**src/rtl/des_sbox_engine_pkg.sv**
```systemverilog
// des_pkg: shared widths, FSM state type and the eight DES S-box tables.
package des_pkg;

  localparam int DES_SBOX_IN_W  = 48;
  localparam int DES_SBOX_OUT_W = 32;

  typedef enum logic [1:0] {
    IDLE = 2'd0,
    BUSY = 2'd1,
    DONE = 2'd2
  } sbox_state_e;

  // DES_SBOX[box][row][col], box 0 = S1 ... box 7 = S8.
  localparam logic [3:0] DES_SBOX [8][4][16] = '{
    '{ // S1
      '{4'd14, 4'd4,  4'd13, 4'd1,  4'd2,  4'd15, 4'd11, 4'd8,  4'd3,  4'd10, 4'd6,  4'd12, 4'd5,  4'd9,  4'd0,  4'd7},
      '{4'd0,  4'd15, 4'd7,  4'd4,  4'd14, 4'd2,  4'd13, 4'd1,  4'd10, 4'd6,  4'd12, 4'd11, 4'd9,  4'd5,  4'd3,  4'd8},
      '{4'd4,  4'd1,  4'd14, 4'd8,  4'd13, 4'd6,  4'd2,  4'd11, 4'd15, 4'd12, 4'd9,  4'd7,  4'd3,  4'd10, 4'd5,  4'd0},
      '{4'd15, 4'd12, 4'd8,  4'd2,  4'd4,  4'd9,  4'd1,  4'd7,  4'd5,  4'd11, 4'd3,  4'd14, 4'd10, 4'd0,  4'd6,  4'd13}
    },
    '{ // S2
      '{4'd15, 4'd1,  4'd8,  4'd14, 4'd6,  4'd11, 4'd3,  4'd4,  4'd9,  4'd7,  4'd2,  4'd13, 4'd12, 4'd0,  4'd5,  4'd10},
      '{4'd3,  4'd13, 4'd4,  4'd7,  4'd15, 4'd2,  4'd8,  4'd14, 4'd12, 4'd0,  4'd1,  4'd10, 4'd6,  4'd9,  4'd11, 4'd5},
      '{4'd0,  4'd14, 4'd7,  4'd11, 4'd10, 4'd4,  4'd13, 4'd1,  4'd5,  4'd8,  4'd12, 4'd6,  4'd9,  4'd3,  4'd2,  4'd15},
      '{4'd13, 4'd8,  4'd10, 4'd1,  4'd3,  4'd15, 4'd4,  4'd2,  4'd11, 4'd6,  4'd7,  4'd12, 4'd0,  4'd5,  4'd14, 4'd9}
    },
    '{ // S3
      '{4'd10, 4'd0,  4'd9,  4'd14, 4'd6,  4'd3,  4'd15, 4'd5,  4'd1,  4'd13, 4'd12, 4'd7,  4'd11, 4'd4,  4'd2,  4'd8},
      '{4'd13, 4'd7,  4'd0,  4'd9,  4'd3,  4'd4,  4'd6,  4'd10, 4'd2,  4'd8,  4'd5,  4'd14, 4'd12, 4'd11, 4'd15, 4'd1},
      '{4'd13, 4'd6,  4'd4,  4'd9,  4'd8,  4'd15, 4'd3,  4'd0,  4'd11, 4'd1,  4'd2,  4'd12, 4'd5,  4'd10, 4'd14, 4'd7},
      '{4'd1,  4'd10, 4'd13, 4'd0,  4'd6,  4'd9,  4'd8,  4'd7,  4'd4,  4'd15, 4'd14, 4'd3,  4'd11, 4'd5,  4'd2,  4'd12}
    },
    '{ // S4
      '{4'd7,  4'd13, 4'd14, 4'd3,  4'd0,  4'd6,  4'd9,  4'd10, 4'd1,  4'd2,  4'd8,  4'd5,  4'd11, 4'd12, 4'd4,  4'd15},
      '{4'd13, 4'd8,  4'd11, 4'd5,  4'd6,  4'd15, 4'd0,  4'd3,  4'd4,  4'd7,  4'd2,  4'd12, 4'd1,  4'd10, 4'd14, 4'd9},
      '{4'd10, 4'd6,  4'd9,  4'd0,  4'd12, 4'd11, 4'd7,  4'd13, 4'd15, 4'd1,  4'd3,  4'd14, 4'd5,  4'd2,  4'd8,  4'd4},
      '{4'd3,  4'd15, 4'd0,  4'd6,  4'd10, 4'd1,  4'd13, 4'd8,  4'd9,  4'd4,  4'd5,  4'd11, 4'd12, 4'd7,  4'd2,  4'd14}
    },
    '{ // S5
      '{4'd2,  4'd12, 4'd4,  4'd1,  4'd7,  4'd10, 4'd11, 4'd6,  4'd8,  4'd5,  4'd3,  4'd15, 4'd13, 4'd0,  4'd14, 4'd9},
      '{4'd14, 4'd11, 4'd2,  4'd12, 4'd4,  4'd7,  4'd13, 4'd1,  4'd5,  4'd0,  4'd15, 4'd10, 4'd3,  4'd9,  4'd8,  4'd6},
      '{4'd4,  4'd2,  4'd1,  4'd11, 4'd10, 4'd13, 4'd7,  4'd8,  4'd15, 4'd9,  4'd12, 4'd5,  4'd6,  4'd3,  4'd0,  4'd14},
      '{4'd11, 4'd8,  4'd12, 4'd7,  4'd1,  4'd14, 4'd2,  4'd13, 4'd6,  4'd15, 4'd0,  4'd9,  4'd10, 4'd4,  4'd5,  4'd3}
    },
    '{ // S6
      '{4'd12, 4'd1,  4'd10, 4'd15, 4'd9,  4'd2,  4'd6,  4'd8,  4'd0,  4'd13, 4'd3,  4'd4,  4'd14, 4'd7,  4'd5,  4'd11},
      '{4'd10, 4'd15, 4'd4,  4'd2,  4'd7,  4'd12, 4'd9,  4'd5,  4'd6,  4'd1,  4'd13, 4'd14, 4'd0,  4'd11, 4'd3,  4'd8},
      '{4'd9,  4'd14, 4'd15, 4'd5,  4'd2,  4'd8,  4'd12, 4'd3,  4'd7,  4'd0,  4'd4,  4'd10, 4'd1,  4'd13, 4'd11, 4'd6},
      '{4'd4,  4'd3,  4'd2,  4'd12, 4'd9,  4'd5,  4'd15, 4'd10, 4'd11, 4'd14, 4'd1,  4'd7,  4'd6,  4'd0,  4'd8,  4'd13}
    },
    '{ // S7
      '{4'd4,  4'd11, 4'd2,  4'd14, 4'd15, 4'd0,  4'd8,  4'd13, 4'd3,  4'd12, 4'd9,  4'd7,  4'd5,  4'd10, 4'd6,  4'd1},
      '{4'd13, 4'd0,  4'd11, 4'd7,  4'd4,  4'd9,  4'd1,  4'd10, 4'd14, 4'd3,  4'd5,  4'd12, 4'd2,  4'd15, 4'd8,  4'd6},
      '{4'd1,  4'd4,  4'd11, 4'd13, 4'd12, 4'd3,  4'd7,  4'd14, 4'd10, 4'd15, 4'd6,  4'd8,  4'd0,  4'd5,  4'd9,  4'd2},
      '{4'd6,  4'd11, 4'd13, 4'd8,  4'd1,  4'd4,  4'd10, 4'd7,  4'd9,  4'd5,  4'd0,  4'd15, 4'd14, 4'd2,  4'd3,  4'd12}
    },
    '{ // S8
      '{4'd13, 4'd2,  4'd8,  4'd4,  4'd6,  4'd15, 4'd11, 4'd1,  4'd10, 4'd9,  4'd3,  4'd14, 4'd5,  4'd0,  4'd12, 4'd7},
      '{4'd1,  4'd15, 4'd13, 4'd8,  4'd10, 4'd3,  4'd7,  4'd4,  4'd12, 4'd5,  4'd6,  4'd11, 4'd0,  4'd14, 4'd9,  4'd2},
      '{4'd7,  4'd11, 4'd4,  4'd1,  4'd9,  4'd12, 4'd14, 4'd2,  4'd0,  4'd6,  4'd10, 4'd13, 4'd15, 4'd3,  4'd5,  4'd8},
      '{4'd2,  4'd1,  4'd14, 4'd7,  4'd4,  4'd10, 4'd8,  4'd13, 4'd15, 4'd12, 4'd9,  4'd0,  4'd3,  4'd5,  4'd6,  4'd11}
    }
  };

endpackage

```
**src/rtl/des_sbox_engine_if.sv**
```systemverilog
// des_sbox_engine_if: input and output valid/ready channels of the S-box engine.
interface des_sbox_engine_if;
  import des_pkg::*;

  logic                      in_valid;
  logic                      in_ready;
  logic [DES_SBOX_IN_W-1:0]  in_data;
  logic                      out_valid;
  logic                      out_ready;
  logic [DES_SBOX_OUT_W-1:0] out_data;

  modport master (
    output in_valid, in_data, out_ready,
    input  in_ready, out_valid, out_data
  );

  modport slave (
    input  in_valid, in_data, out_ready,
    output in_ready, out_valid, out_data
  );

endinterface

```
**src/rtl/des_sbox_engine_lookup.sv**
```systemverilog
// des_sbox_lookup: single combinational S-box lookup, box selected at run time.
module des_sbox_lookup
  import des_pkg::*;
(
  input  logic [2:0] i_box,
  input  logic [5:0] i_chunk,
  output logic [3:0] o_value
);

  logic [1:0] w_row;
  logic [3:0] w_col;

  assign w_row   = {i_chunk[5], i_chunk[0]};
  assign w_col   = i_chunk[4:1];
  assign o_value = DES_SBOX[i_box][w_row][w_col];

endmodule

```
**src/rtl/des_sbox_engine.sv**
```systemverilog
// des_sbox_engine: applies S1..S8 to a 48-bit word, LANES boxes per cycle, valid/ready on both sides.
module des_sbox_engine
  import des_pkg::*;
#(
  parameter int LANES   = 8,
  parameter bit OUT_REG = 1'b1
) (
  input  logic             clk,
  input  logic             rst_n,
  des_sbox_engine_if.slave bus,
  output logic             busy
);

  localparam int NBATCH = 8 / LANES;
  localparam int CNT_W  = (NBATCH > 1) ? $clog2(NBATCH) : 1;
  localparam logic [CNT_W-1:0] LAST_BATCH = CNT_W'(NBATCH - 1);

  if (LANES != 1 && LANES != 2 && LANES != 4 && LANES != 8) begin : g_bad_lanes
    $fatal(1, "des_sbox_engine: LANES must be 1, 2, 4 or 8");
  end

  sbox_state_e              r_state;
  sbox_state_e              w_stateNext;
  logic [CNT_W-1:0]         r_batch;
  logic [DES_SBOX_IN_W-1:0] r_data;
  logic [0:7][3:0]          r_acc;
  logic [0:7][3:0]          w_accNext;
  logic [5:0]               w_chunks [8];
  logic [2:0]               w_box [LANES];
  logic [3:0]               w_val [LANES];
  logic                     w_accept;
  logic                     w_lastBatch;
  logic                     w_inReady;
  logic                     w_outValid;
  logic                     w_busy;

  assign w_accept    = (r_state == IDLE) && bus.in_valid;
  assign w_lastBatch = (r_batch == LAST_BATCH);

  for (genvar k = 0; k < 8; k++) begin : g_chunk
    assign w_chunks[k] = r_data[DES_SBOX_IN_W-1-6*k -: 6];
  end

  for (genvar l = 0; l < LANES; l++) begin : g_lane
    logic [5:0] w_laneChunk;

    assign w_box[l]    = 3'(int'(r_batch) * LANES + l);
    assign w_laneChunk = w_chunks[w_box[l]];

    des_sbox_lookup u_lookup (
      .i_box   (w_box[l]),
      .i_chunk (w_laneChunk),
      .o_value (w_val[l])
    );
  end

  // State register; reset discards any partial computation.
  always_ff @(posedge clk) begin
    if (!rst_n) begin
      r_state <= IDLE;
    end else begin
      r_state <= w_stateNext;
    end
  end

  // Next-state decode and handshake outputs; unknown encodings fall back to IDLE.
  always_comb begin
    w_stateNext = r_state;
    w_inReady   = 1'b0;
    w_outValid  = 1'b0;
    w_busy      = 1'b0;
    case (r_state)
      IDLE: begin
        w_inReady = 1'b1;
        if (bus.in_valid) begin
          w_stateNext = BUSY;
        end
      end
      BUSY: begin
        w_busy = 1'b1;
        if (w_lastBatch) begin
          w_stateNext = DONE;
        end
      end
      DONE: begin
        w_outValid = 1'b1;
        if (bus.out_ready) begin
          w_stateNext = IDLE;
        end
      end
      default: begin
        w_stateNext = IDLE;
      end
    endcase
  end

  // Batch counter restarts on every accepted word and stops at the last batch.
  always_ff @(posedge clk) begin
    if (!rst_n) begin
      r_batch <= '0;
    end else if (w_accept) begin
      r_batch <= '0;
    end else if (r_state == BUSY && !w_lastBatch) begin
      r_batch <= r_batch + 1'b1;
    end
  end

  // Private copy of the input word so upstream may change in_data while we work.
  always_ff @(posedge clk) begin
    if (!rst_n) begin
      r_data <= '0;
    end else if (w_accept) begin
      r_data <= bus.in_data;
    end
  end

  // Merge this cycle's lane results into the accumulator image.
  always_comb begin
    w_accNext = r_acc;
    for (int l = 0; l < LANES; l++) begin
      w_accNext[w_box[l]] = w_val[l];
    end
  end

  // Accumulator collects one batch of nibbles per BUSY cycle.
  always_ff @(posedge clk) begin
    if (!rst_n) begin
      r_acc <= '0;
    end else if (r_state == BUSY) begin
      r_acc <= w_accNext;
    end
  end

  if (OUT_REG) begin : g_out_reg
    logic [DES_SBOX_OUT_W-1:0] r_out;

    // Capture the finished word on the same edge the last batch lands in the accumulator.
    always_ff @(posedge clk) begin
      if (!rst_n) begin
        r_out <= '0;
      end else if (r_state == BUSY && w_lastBatch) begin
        r_out <= w_accNext;
      end
    end

    assign bus.out_data = r_out;
  end else begin : g_out_acc
    assign bus.out_data = r_acc;
  end

  assign bus.in_ready  = w_inReady;
  assign bus.out_valid = w_outValid;
  assign busy          = w_busy;

endmodule
```
**src/flat_wrapper.sv**
```systemverilog
// flat-port wrapper written by rule: the top's interface ports become plain ports
module des_sbox_engine_flat import des_pkg::*;
#(
  parameter int LANES   = 8,
  parameter bit OUT_REG = 1'b1
)
  (clk, rst_n, busy, bus_in_valid, bus_in_data, bus_out_ready, bus_in_ready, bus_out_valid, bus_out_data);
  des_sbox_engine_if bus_i ();
  input  logic clk;
  input  logic rst_n;
  output logic busy;
  input wire logic [$bits(bus_i.in_valid)-1:0] bus_in_valid;
  input wire logic [$bits(bus_i.in_data)-1:0] bus_in_data;
  input wire logic [$bits(bus_i.out_ready)-1:0] bus_out_ready;
  output wire logic [$bits(bus_i.in_ready)-1:0] bus_in_ready;
  output wire logic [$bits(bus_i.out_valid)-1:0] bus_out_valid;
  output wire logic [$bits(bus_i.out_data)-1:0] bus_out_data;
  assign bus_i.in_valid = bus_in_valid;
  assign bus_i.in_data = bus_in_data;
  assign bus_i.out_ready = bus_out_ready;
  assign bus_in_ready = bus_i.in_ready;
  assign bus_out_valid = bus_i.out_valid;
  assign bus_out_data = bus_i.out_data;
  des_sbox_engine #(.LANES(LANES), .OUT_REG(OUT_REG)) u_core (.clk(clk), .rst_n(rst_n), .bus(bus_i), .busy(busy));
endmodule
```
**config.mk**
```make
export PLATFORM = sky130hd
export DESIGN_NAME = des_sbox_engine_flat
export DESIGN_NICKNAME = d
export VERILOG_FILES = /design/src/rtl/des_sbox_engine_pkg.sv /design/src/rtl/des_sbox_engine_if.sv /design/src/rtl/des_sbox_engine_lookup.sv /design/src/rtl/des_sbox_engine.sv /design/src/flat_wrapper.sv
export SDC_FILE = /design/constraint.sdc
export NUM_CORES = 1
export LEC_CHECK = 0
export ABC_AREA = 1
export CAP_MARGIN = 5
export CORE_MARGIN = 8
export CORE_UTILIZATION = 58
export CTS_CLUSTER_SIZE = 24
export DETAILED_ROUTE_END_ITERATION = 16
export GPL_TIMING_DRIVEN = 0
export PLACE_DENSITY = 0.82
export SYNTH_ARGS = -nofsm -noshare
export SYNTH_HDL_FRONTEND = slang
export SYNTH_SLANG_ARGS = --single-unit
export TNS_END_PERCENT = 10
```
**constraint.sdc**
```tcl
create_clock -name clk -period 2 [get_ports clk]
set_input_delay 0.2 -clock clk [delete_from_list [all_inputs] [get_ports clk]]
set_output_delay 0.2 -clock clk [all_outputs]
set_load 0.005 [all_outputs]
```
==> Yosys cells after proc, flatten, opt, wreduce, memory -nomap -nowiden <==
Memory sizes are Yosys's and may differ from the RTL's.
Index checks and enable logic that the tools add are counted.
{ "op_classes": {"n_addsub": 8, "magnitude_cmp": 30, "n_eq_ne": 5, "mux": 111, "bitwise_logic": 25, "reduce_logical": 13} }
{ "op_table": {"columns": ["cell", "n"], "rows": [
  ["256-bit 2-to-1 mux", 14],
  ["64-bit binary-select mux with 2-bit select", 8],
  ["64-bit 2-to-1 mux", 16],
  ["32-bit bitwise mux", 7],
  ["4-bit binary-select mux with 4-bit select", 8],
  ["6-bit binary-select mux with 3-bit select", 7],
  ["4-bit 2-to-1 mux", 23],
  ["4-bit demux with 3-bit select", 7],
  ["6-bit 2-to-1 mux", 14],
  ["5-bit >= comparator (second input constant)", 8],
  ["4-bit NOT with 5-bit output", 8],
  ["4-bit >= comparator (second input constant)", 7],
  ["4-bit by 1-bit < comparator with 1-bit output (second input constant)", 7],
  ["3-bit NOT with 4-bit output", 7],
  ["3-bit >= comparator (second input constant)", 8],
  ["2-bit NOT with 3-bit output", 8],
  ["1-bit logical AND", 10],
  ["1-bit by 2-bit adder with 3-bit output (both inputs constant)", 3],
  ["1-bit by 3-bit adder with 3-bit output (both inputs constant)", 2],
  ["2-bit 2-to-1 mux", 3],
  ["2-bit inequality test (second input constant)", 3],
  ["2-bit case mux with 3 select lines", 1],
  ["1-bit by 1-bit adder with 2-bit output (both inputs constant)", 2],
  ["1-bit 2-to-1 mux", 3],
  ["7 further kinds", 8]
]} }
{ "totals": {"ff_bits": 111, "mem_bits_ro": 14336, "in_bits": 52, "output_inout_bits": 35, "wordCells": 210, "mem_count": 7} }
{ "mem_list": {"columns": ["name", "depth", "width", "read_ports", "rd_clocked_by_memory_dff", "write_ports", "line", "source"], "rows": [
  ["(name not given)", 8, 256, 1, 0, 0, "des_sbox_engine_lookup.sv:15", "assign o_value = DES_SBOX[i_box][w_row][w_col];"],
  ["(name not given)", 8, 256, 1, 0, 0, "des_sbox_engine_lookup.sv:15", null],
  ["(name not given)", 8, 256, 1, 0, 0, "des_sbox_engine_lookup.sv:15", null],
  ["(name not given)", 8, 256, 1, 0, 0, "des_sbox_engine_lookup.sv:15", null],
  ["(name not given)", 8, 256, 1, 0, 0, "des_sbox_engine_lookup.sv:15", null],
  ["(name not given)", 8, 256, 1, 0, 0, "des_sbox_engine_lookup.sv:15", null],
  ["+1 memories", null, null, null, null, null, null, null]
]} }

==> Depth between registers and ports, before layout <==
{ "depth": {"ltp_word": 19, "depth_mapped": 13, "ltp_nobuf": 13} }

==> Modules after synthesis <==
A second synthesis with hierarchy kept.
{ "unflattened": {"hier_cells": 5791, "hier_area_um2": 28539.9} }
{ "by_module_without_submodules": {"columns": ["mod", "instances", "cells_per_inst", "area_each_um2"], "rows": [
  ["des_sbox_lookup (u_core.g_lane[0].u_lookup ...)", 5, 646, 3074.2],
  ["des_sbox_lookup (u_core.g_lane[2].u_lookup ...)", 3, 676, 3225.6],
  ["des_sbox_engine", 1, 533, 3492.1]
]} }

==> Worst setup path after synthesis <==
No wires, ideal clock.
{ "synth_path": {"path_type": "register to register", "from": "reg u_core.r_data[12]", "to": "reg u_core.g_out_reg.r_out[11] (netlist: u_core.bus.out_data[11])", "setup_ps": 109, "t_arrival_ps": 1520, "required_time_ps": 1891, "path_slack_ps": 371, "stages_incl_launch_ff": 13, "n_path_buf": 0, "path_cell_list": "dfxtp_1 > inv_1 > ha_1 > inv_1 > nand2_1 > nand2_1 > inv_2 > nand2_1 > nand3_1 > nand3_1 > nand3_1 > nand2_1 > inv_1"} }
{ "synth_between": {"elab_chain_cells": 17, "word_cells_on_any_way": 77, "classes_between": "mux: 70; bitwise: 7"} }
{ "synth_lines": {"columns": ["item", "line", "source"], "rows": [
  ["start, declared", "des_sbox_engine.sv:25", "logic [DES_SBOX_IN_W-1:0] r_data;"],
  ["start signal, assigned", "des_sbox_engine.sv:113", "r_data <= bus.in_data;"],
  ["6-bit binary-select mux with 3-bit select", "des_sbox_engine.sv:48", "assign w_laneChunk = w_chunks[w_box[l]];"],
  ["6-bit 2-to-1 mux (not written as such) (2 in a row)", "des_sbox_engine.sv:48", null],
  ["2-bit NOT with 3-bit output (not written as such)", "des_sbox_engine_lookup.sv:15", null],
  ["64-bit binary-select mux with 2-bit select", "des_sbox_engine_lookup.sv:15", null],
  ["64-bit 2-to-1 mux (not written as such) (2 in a row)", "des_sbox_engine_lookup.sv:15", null],
  ["4-bit binary-select mux with 4-bit select", "des_sbox_engine_lookup.sv:15", null],
  ["4-bit 2-to-1 mux (not written as such) (2 in a row)", "des_sbox_engine_lookup.sv:15", null],
  ["32-bit bitwise mux (6 in a row)", "des_sbox_engine.sv:121", "w_accNext[w_box[l]] = w_val[l];"],
  ["32-bit bitwise mux (*)", "des_sbox_engine.sv:121", null],
  ["end signal, assigned", "des_sbox_engine.sv:142", "r_out <= w_accNext;"],
  ["end, declared", "des_sbox_engine.sv:135", "logic [DES_SBOX_OUT_W-1:0] r_out;"]
]} }
Every way passes the cells marked *; elsewhere a longest branch is shown, timed or not. The select of a mux whose other input is x is not followed.
A chain may end at the register's enable or synchronous reset.

==> Worst setup path after layout <==
{ "layout_path": {"from": "reg u_core.r_data[24]", "to": "reg u_core.g_out_reg.r_out[19] (netlist: u_core.bus.out_data[19])"} }
Same word-level chain as after synthesis.

==> summary.txt <==
CTS
  – Clk buf depth: 2
  – Root buffer cell: clkbuf_16
  – Insertion delay to the later sink of the worst-skew pair: 350 ps
  – Clock transition at the registers of the reported paths: 60 ps
  – Total CTS buffers: 9
  – Hold_buf cts: 0
  – CTS sink cnt: 83
  – H-Tree Depth: 3
  – TritonCTS clock tree: done

STA
  – Tmin final: 1860 ps
  – Final setup vio count: 0
  – Slew @ Worst Pin: 702 ps
  – RSZ-0062 raised after global routing: yes
  – Hold Vio Cnt, Final: 0
  – FMAX: 0.539 GHz
  – Final period util: 92.8%
  – Clk_skew: 7.87 ps
  – Final slew viol count: 0
  – Worst slew margin: 53.2%

Power and ir drop
  – Overall power: 5.96 mW
  – Internal power: 3.65 mW
  – Sequential share of power: 33.1%
  – PwrDens: 672 mW/mm^2
  – Clock share of power: 26.8%
  – Switching Share: 38.8%
  – Peak VDD IR: 0.000478 V
  – Leak Pwr: 4.17 nW
  – Psw: 2.31 mW
  – Comb power frac: 40.1%

Placed design
  – IO Port Bufs: 85
  – Placer Congestion: 0.988
  – Dpl hpwl: 16,800 um
  – Dpl cell area: 0.00857 mm^2

Synthesis
  – Mapped Area: 0.00750 mm^2
  – Primary FF master, synth: dfxtp_1
  – Compound-Gate Fraction of Synth Area: 15.9%
  – Register area share after synthesis: 22.1%
  – Synth cell count leaders: nand2_1 (377), nand3_1 (264), inv_1 (98)
  – Top-count cell post-synth: nand2_1
  – Unique cell type count in the Yosys netlist: 30
  – Largest family of logic cells by synthesized area: simple AND/OR/NAND/NOR gates
  – Synth Instances: 1,240
  – Post-Syn Nets: 1,355
  – Yosys reg bits: 83
  – Syn_area_per_cell: 6.05 um^2
  – Simple-gate share of the synthesized area: 40.1%
  – Async SR Flop Fraction: 0%
  – Area leader, netlist: dfxtp_1
  – Post-Synth XOR/XNOR Area: 0%
  – Synth Area in Adders: 10.5%
  – Top cell type's share of synthesized area: 22.1%
  – Mux contribution to synthesized area: 0%
  – Synth top area cells: dfxtp_1 (22%), nand2_1 (19%), nand3_1 (18%), ha_1 (11%), a21oi_1 (5.9%)
  – Warnings from Yosys: 0
  – Post-synth EDFFs: 0

Cells and area
  – Design Area, Final: 0.00887 mm^2
  – ANT cells: 0
  – # nets final: 1,451
  – Share of layout cells above drive strength 1: 8.28%
  – Layout area overhead: 18.2%

Drt
  – DRT Wirelength: 23,000 um
  – DR WL met3: 2100 um
  – Drt pass-1 iters: 5
  – Vias: 8,768
  – DRC Markers: 0
  – Top routing layer used: met4
  – Average routed wire per standard cell: 15.2 um
  – 1st-iter DRT viols: 1,076
  – Avg Vias per Cell: 5.80
  – Met2 wire length: 10,600 um
  – Met1 WL: 9650 um
  – DRT antenna net count: 0

Critical path
  – Critical Path Fanout Max: 6
  – CP startpoint: u_core.r_data[24]
  – CP endpoint kind: flip-flop
  – Worst Path Required: 2250 ps
  – Worst Setup Path Type: flip-flop to flip-flop
  – Critical path data arrival time: 2110 ps
  – Reg2reg start: u_core.r_data[24]
  – Setup crit start kind: flip-flop

Global routing
  – Vias in the first global route: 7,706
  – Initial antenna violation count: 0
  – Largest net degree at the start of global routing: 13
  – Tot GR Track Use: 27.0%
  – Overflow after GRT: 0
  – First-pass GRT wire length: 37,200 um

Floorplanning
  – Die Span X: 130 um
  – I/O pin total: 87
  – CORE AREA: 0.0126 mm^2
  – Starting density of the core: 59.5%
  – Rows: 41
  – Die Ht: 130 um
  – Die Area: 0.0168 mm^2

Hold path
  – Hold_sp: rst_n
  – Worst min path class: input port to flip-flop

Flow run
  – Max-cap viol count: 0

Outcome
  – Outcome: complete, no violations
## layer usage
layer  track usage (%)  up-vias
met5                 0        -
met4              12.4        0
li1                  -     4300
met1              34.9     3910
met2              43.4      494
met3              4.41       64
## worst paths after layout
kind,endpoint,slack (ps),cells after the start
min reg2reg,u_core.r_state[0],460,2
max,u_core.bus.out_data[19],140,10
min,u_core.r_data[29],440,4
max reg2reg,u_core.bus.out_data[19],140,10
## worst max-delay path: stages, from the launching register on
cell	delay (ps)
dfxtp_1	430
inv_1	160
ha_1	390
nand2_1	170
o21ai_0	140
o21ai_0	170
nand2_1	70
nand2_1	60
nand3_1	70
nand2_1	60
inv_1	30
## layout make-up
type	count	area (um^2)
Timing Repair Buffer	85	851
Clock buffer	14	264
Buffer	69	434
Inverter	111	419
Sequential cell	83	1680
Clock inverter	2	10.0
Fill cell	1147	3750
Multi-Input combinational cell	977	5000
Tap cell	172	215
## sequential cells by signal, summed over array words and instances (netlist names)
register and cells:
u_core.r_data 48, u_core.bus.out_data 32, u_core.r_state 2, u_core.r_batch 1
## power groups by stage
stage / combinational, mW / sequential [mW] / clock [mW]
finish: 2.39 / 1.98 / 1.60
global route: 2.66 / 1.99 / 1.69
CTS: 2.34 / 1.96 / 1.60
detailed placement: 2.32 / 2.00 / 0
global placement: 2.32 / 2.00 / 0
floorplan: 1.67 / 1.96 / 0
## kinds of logic (layout without fill, tap and decap cells)
| family | Yosys count | in the layout |
|---|---|---|
| buffers and inverters | 180 | 281 |
| and+or+nand+nor | 695 | 695 |
| AOI/OAI and AO/OA | 219 | 219 |
| DFF | 83 | 83 |
| adders and majority gates | 63 | 63 |
## timing repair
item                                    4_1_cts  5_1_grt
hold endpoints to repair                      0        0
endpoints found under the setup margin        1       19
buffers inserted                              0        0
resized for setup                             1       14
## cell usage in the layout (no fill, tap or decap), drive strengths merged, types with 16 or more instances in the layout
cell type / instances
nand2: 386
nand3: 265
inv: 111
o21ai: 96
a21oi: 89
clkdlybuf4s50: 85
dfxtp: 83
ha: 63
buf: 53
nor2: 32
clkbuf: 30
o211ai: 17
o21a: 16
## metrics by stage
step	hold WS, ps	instances	setup slack [ps]	util [%]	setup TNS, ps
final	441	1513	144	70.3	0
after global routing	490	1513	-1.97	70.3	-1.97
after CTS	446	1513	17.8	70.1	0
after detailed placement	454	1497	17.5	67.9	0
after global placement	448	1497	15.0	67.9	0
after floorplan	366	1240	371	-	0
(Power assumes the default switching activity.)
